### src/rtl/timer_8254_sequencer.sv
// Bus master for the 8254 timer: expands program / latch-and-read requests into
// three-byte CS_n/A/D/WR_n/RD_n transfers with programmable setup and strobe widths.
module timer_8254_sequencer #(
    parameter int unsigned SETUP_CYCLES  = 1,
    parameter int unsigned STROBE_CYCLES = 2
) (
    input  logic        CLK,
    input  logic        RST,
    input  logic        req,
    input  logic        op,
    input  logic [1:0]  sel,
    input  logic [2:0]  mode,
    input  logic [15:0] count,
    output logic        busy,
    output logic        done,
    output logic        err,
    output logic [15:0] rd_value,
    output logic [7:0]  D_out,
    output logic        D_oe,
    input  logic [7:0]  D_in,
    output logic [1:0]  A,
    output logic        WR_n,
    output logic        RD_n,
    output logic        CS_n
);

    localparam int unsigned PH_W   = 4;
    localparam int unsigned BYTE_W = 2;
    localparam logic [PH_W-1:0]   SETUP_LAST  = PH_W'(SETUP_CYCLES - 1);
    localparam logic [PH_W-1:0]   STROBE_LAST = PH_W'(STROBE_CYCLES - 1);
    localparam logic [BYTE_W-1:0] BYTE_LAST   = BYTE_W'(2);
    localparam logic [1:0]        SEL_BAD     = 2'd3;
    localparam logic [1:0]        A_CTRL      = 2'b11;

    typedef enum logic [2:0] {S_IDLE, S_SETUP, S_STROBE, S_HOLD, S_DONE} state_t;

    state_t            state_q, state_d;
    logic [PH_W-1:0]   phase_q, phase_d;
    logic [BYTE_W-1:0] byte_q, byte_d;
    logic              op_q;
    logic [1:0]        sel_q;
    logic [2:0]        mode_q;
    logic [15:0]       count_q;
    logic [7:0]        lsb_q, msb_q;

    logic              wr_byte, rd_capture;
    logic [7:0]        tx_data;
    logic [1:0]        tx_addr;
    logic              busy_d, done_d, err_d, d_oe_d, wr_n_d, rd_n_d, cs_n_d;
    logic [15:0]       rd_value_d;
    logic [7:0]        d_out_d;
    logic [1:0]        a_d;

    always_ff @(posedge CLK or posedge RST) begin
        if (RST) begin
            state_q <= S_IDLE;
            phase_q <= '0;
            byte_q  <= '0;
        end else begin
            state_q <= state_d;
            phase_q <= phase_d;
            byte_q  <= byte_d;
        end
    end

    // Request fields are latched on accept; read bytes are captured at the end of their strobe.
    always_ff @(posedge CLK or posedge RST) begin
        if (RST) begin
            op_q    <= 1'b0;
            sel_q   <= '0;
            mode_q  <= '0;
            count_q <= '0;
            lsb_q   <= '0;
            msb_q   <= '0;
        end else begin
            if (state_q == S_IDLE && req) begin
                op_q    <= op;
                sel_q   <= sel;
                mode_q  <= mode;
                count_q <= count;
            end
            if (rd_capture) begin
                if (byte_q == BYTE_W'(1)) lsb_q <= D_in;
                else                      msb_q <= D_in;
            end
        end
    end

    // Pins are registered from the decoded state, so they trail the state by one cycle.
    always_ff @(posedge CLK or posedge RST) begin
        if (RST) begin
            busy     <= 1'b0;
            done     <= 1'b0;
            err      <= 1'b0;
            rd_value <= '0;
            D_out    <= '0;
            D_oe     <= 1'b0;
            A        <= '0;
            WR_n     <= 1'b1;
            RD_n     <= 1'b1;
            CS_n     <= 1'b1;
        end else begin
            busy     <= busy_d;
            done     <= done_d;
            err      <= err_d;
            rd_value <= rd_value_d;
            D_out    <= d_out_d;
            D_oe     <= d_oe_d;
            A        <= a_d;
            WR_n     <= wr_n_d;
            RD_n     <= rd_n_d;
            CS_n     <= cs_n_d;
        end
    end

    always_comb begin
        state_d    = state_q;
        phase_d    = phase_q;
        byte_d     = byte_q;
        rd_capture = 1'b0;
        busy_d     = (state_q != S_IDLE);
        done_d     = 1'b0;
        err_d      = 1'b0;
        cs_n_d     = 1'b1;
        wr_n_d     = 1'b1;
        rd_n_d     = 1'b1;
        d_oe_d     = 1'b0;
        a_d        = A;
        d_out_d    = D_out;
        rd_value_d = rd_value;

        // Byte 0 is always the control/latch write; reads use bytes 1 and 2.
        wr_byte = !op_q || (byte_q == '0);
        tx_addr = (byte_q == '0) ? A_CTRL : sel_q;
        if (byte_q == '0)
            tx_data = op_q ? {sel_q, 6'b000000} : {sel_q, 2'b11, mode_q, 1'b0};
        else if (byte_q == BYTE_W'(1))
            tx_data = count_q[7:0];
        else
            tx_data = count_q[15:8];

        if (state_q == S_SETUP || state_q == S_STROBE || state_q == S_HOLD) begin
            cs_n_d  = 1'b0;
            a_d     = tx_addr;
            d_out_d = tx_data;
            d_oe_d  = wr_byte;
        end

        unique case (state_q)
            S_IDLE: begin
                if (req) begin
                    state_d = (sel == SEL_BAD) ? S_DONE : S_SETUP;
                    phase_d = '0;
                    byte_d  = '0;
                end
            end
            S_SETUP: begin
                if (phase_q == SETUP_LAST) begin
                    state_d = S_STROBE;
                    phase_d = '0;
                end else begin
                    phase_d = phase_q + PH_W'(1);
                end
            end
            S_STROBE: begin
                wr_n_d = !wr_byte;
                rd_n_d = wr_byte;
                if (phase_q == STROBE_LAST) begin
                    state_d = S_HOLD;
                    phase_d = '0;
                end else begin
                    phase_d = phase_q + PH_W'(1);
                end
            end
            S_HOLD: begin
                rd_capture = !wr_byte;
                if (byte_q == BYTE_LAST) begin
                    state_d = S_DONE;
                end else begin
                    state_d = S_SETUP;
                    byte_d  = byte_q + BYTE_W'(1);
                end
            end
            S_DONE: begin
                done_d  = 1'b1;
                err_d   = (sel_q == SEL_BAD);
                state_d = S_IDLE;
                if (op_q && sel_q != SEL_BAD) rd_value_d = {msb_q, lsb_q};
            end
            default: state_d = S_IDLE;
        endcase
    end

endmodule

### config.mk
export PLATFORM = sky130hd
export DESIGN_NAME = timer_8254_sequencer
export DESIGN_NICKNAME = d
export VERILOG_FILES = /design/src/rtl/timer_8254_sequencer.sv
export SDC_FILE = /design/constraint.sdc
export NUM_CORES = 1
export LEC_CHECK = 0
export CAP_MARGIN = 20
export CORE_AREA = 2 2 90 92
export CTS_CLUSTER_DIAMETER = 150
export CTS_CLUSTER_SIZE = 10
export DETAILED_ROUTE_END_ITERATION = 12
export DIE_AREA = 0 0 92 94
export HOLD_SLACK_MARGIN = 0.1
export PLACE_DENSITY_LB_ADDON = 0.05
export SYNTH_ARGS = -nofsm -noshare
export SYNTH_HDL_FRONTEND = slang
export SYNTH_SLANG_ARGS = --single-unit
### constraint.sdc
create_clock -name CLK -period 2.45 [get_ports CLK]
set_clock_uncertainty 0.15 [all_clocks]
set_input_delay 0.3675 -clock CLK [delete_from_list [all_inputs] [get_ports CLK]]
set_output_delay 0.3675 -clock CLK [all_outputs]
set_load 0.01 [all_outputs]
==> key figures <==
Status
  – Status: completed

Pwr
  – NetSw: 1.783 mW
  – Power per cell area: 1199 mW/mm2
  – Comb power frac: 39.5%
  – P_leak: 2.019 nW
  – Maximum vdd ir drop: 0.6294 mV
  – Flop pwr share: 41.1%
  – Clock Power Share: 19.4%
  – Sw Share: 32.62%
  – Power Internal: 3.683 mW
  – Pwr Total: 5.466 mW

Layout
  – Number of antenna diodes: 0
  – Fin nets: 369
  – Commonest cells after routing, fill and taps aside: dfrtp_1 (77), clkdlybuf4s50_1 (65), mux2_1 (20), mux2_4 (18)
  – Area delta synth->final: 28.33%
  – Cell Count, Final, Fillers Out: 435
  – Fin area: 0.004557 mm2
  – Commonest non-fill, non-tap cell in the layout: dfrtp_1
  – Layout cells sized above 1: 21.92%
  – Final core occ: 59.90%

Setup path
  – Reg2reg start: byte_q[0]
  – CP max-delay cell: dfrtp_1
  – FF-to-FF setup slack: 470 ps
  – CP arrival: 2050 ps
  – CP Class: reg -> reg
  – Crit path max fanout: 8
  – CP Capture Type: register
  – CP required: 2530 ps
  – CP Cell Sequence: inv_1 > ha_1 > nor3b_4 > nand3_4 > nor2_8 > mux2_4
  – Setup crit start kind: register
  – R2R Path End: msb_q[4]
  – Worst Reg-to-Reg Cells: 6
  – Slowest stage delay, CP: 390 ps

Synth
  – Area contributors post-synth: dfrtp_1 (54%), mux2_4 (7.6%), mux2_1 (6.3%), mux2_2 (5.4%), ha_1 (2.5%)
  – Synth top area share: 54.26%
  – Distinct cells, synth: 47
  – Seq/Total Area, Yosys: 56.48%
  – Main synth FF type: dfrtp_1
  – Syn_nets: 296
  – Yosys warning count: 0
  – EDFF count, synth: 0
  – Synth area leader: dfrtp_1
  – Mapped Cells: 256
  – Mean area per synthesized cell: 13.87 um2
  – Post-Synthesis Cell Area: 0.003551 mm2
  – Async set-or-reset flop fraction in the synthesized netlist: 100.0%
  – Yosys reg bits: 80

Route
  – Via count normalized by instance count: 5.032
  – Drc violations: 0
  – WL per Instance: 14.93 um
  – DR pass1 iterations: 4
  – Detail Route Antenna Nets: 0
  – Total wire length: 6493 um
  – DR vias: 2189
  – Initial DRC Count: 60

Floorplan
  – Die width: 92 um
  – Io pins: 66
  – Initial Util: 46.68%
  – Core Area: 0.007607 mm2
  – DIE AREA: 0.008648 mm2
  – Die Y: 94 um
  – Rows: 32

STA
  – Worst slew pin tran: 522.8 ps
  – Hold Slack: 254.5 ps
  – Fin. Hold Viols: 0
  – Fin. max-slew vios: 0
  – RSZ-0062 raised after global routing: no
  – Final period util: 80.64%
  – Final Setup Violations: 0
  – Minimum clock period: 1976 ps
  – Slew HR: 65.07%
  – Final setup margin: 474.3 ps
  – TNS Setup: 0 ps
  – Max Freq: 0.5062 GHz

Hold path
  – Worst min path class: in -> async

Global route
  – Number of antenna violations at the first check in global routing: 0
  – Vias in the first global route: 2178
  – First-pass GRT wire length: 10980 um
  – Gr usage total: 16.50%
  – GRT overflow: 0
  – Pin count of the biggest net entering global routing: 33

Placement
  – DP Wirelength: 4599 um
  – Placer Congestion: 0.7060
  – Dpl cell area: 0.004338 mm2
  – Placed cell count: 420
  – Worst slack, placed: 396.6 ps
  – Port Buf Inserts: 65

Clock network
  – CTS tree: done
  – CTS clk-pin slew, worst paths: 80 ps
  – Clk root buf: clkbuf_8
  – Clock sink total: 80
  – CTS resizes: 0
  – H-tree Lvls: 3
  – Num CTS Buffers: 9
  – Post-CTS setup buffers: 0
  – Clk_lat worst skew: 340 ps
  – # hold bufs at CTS: 0
  – Clk buf depth: 2

Run
  – Max cap viols: 0
## how the worst max path moves through the flow
stage,start,endpoint
floorplan,byte_q[0],msb_q[0]
global placement,req,count_q[13]
detailed placement,req,mode_q[1]
CTS,byte_q[0],msb_q[4]
global route,byte_q[1],D_out[3]
finish,byte_q[0],msb_q[4]
## kinds of logic after synthesis
logic type                 after synthesis  synth area share, %
AOI/OAI and AO/OA                       33                5.955
buffers and inverters                   19                3.101
and+or+nand+nor                         53                10.18
adders and majority gates                7                2.466
DFF                                     80                56.48
xor gates and xnor gates                 2               0.4934
muxes                                   62                21.32
## registers in the layout, summed over array words and instances, names as in the netlist, 2 cells and up
| name | cells |
|---|---|
| phase_q | 4 |
| byte_q | 2 |
| count_q | 16 |
| mode_q | 3 |
| A | 2 |
| rd_value | 16 |
| D_out | 8 |
| lsb_q | 8 |
| sel_q | 2 |
| state_q | 3 |
| msb_q | 8 |
## area by class of cell
class | instances | area [um2]
fillers | 641 | 3050
flip-flops and latches | 80 | 2006
multi-input cells | 157 | 1435
repair buffers | 73 | 735.7
clock buffers | 10 | 137.6
well taps | 102 | 127.6
clock inverters | 5 | 81.33
inverters | 8 | 33.78
## layer usage
metal	up-vias	global-route usage (%)	routed length (um)
met5	-	0	0
met4	0	5.597	62
met3	7	4.093	272
met2	44	25.55	3048
met1	1091	22.87	3110
li1	1047	-	-
## power groups by stage
stage	logic [mW]	registers (mW)	clock network [mW]
floorplan	1.39	2.29	0
global placement	2.15	2.27	0
detailed placement	2.19	2.29	0
CTS	2.20	2.26	1.09
global route	2.38	2.33	1.15
finish	2.16	2.25	1.06
## Yosys cell counts, drive strengths merged (2+ instances only)
master  count
a211oi      2
a21o        2
a21oi       4
a31oi       3
buf         9
clkbuf      2
dfrtp      77
dfstp       3
ha          7
inv         8
mux2       55
mux2i       7
nand2      17
nand3       5
nand3b      2
nand4       3
nor2       13
nor2b       2
nor3b       2
o21ai      16
or3b        2
## critical path, delay by kind of cell, from the launching register on
kind	cells	cell delay, ps
and+or+nand+nor	3	680
DFF	1	390
muxes	1	330
adders and majority gates	1	230
buffers and inverters	1	80
Power figures use the tool's default switching activity.
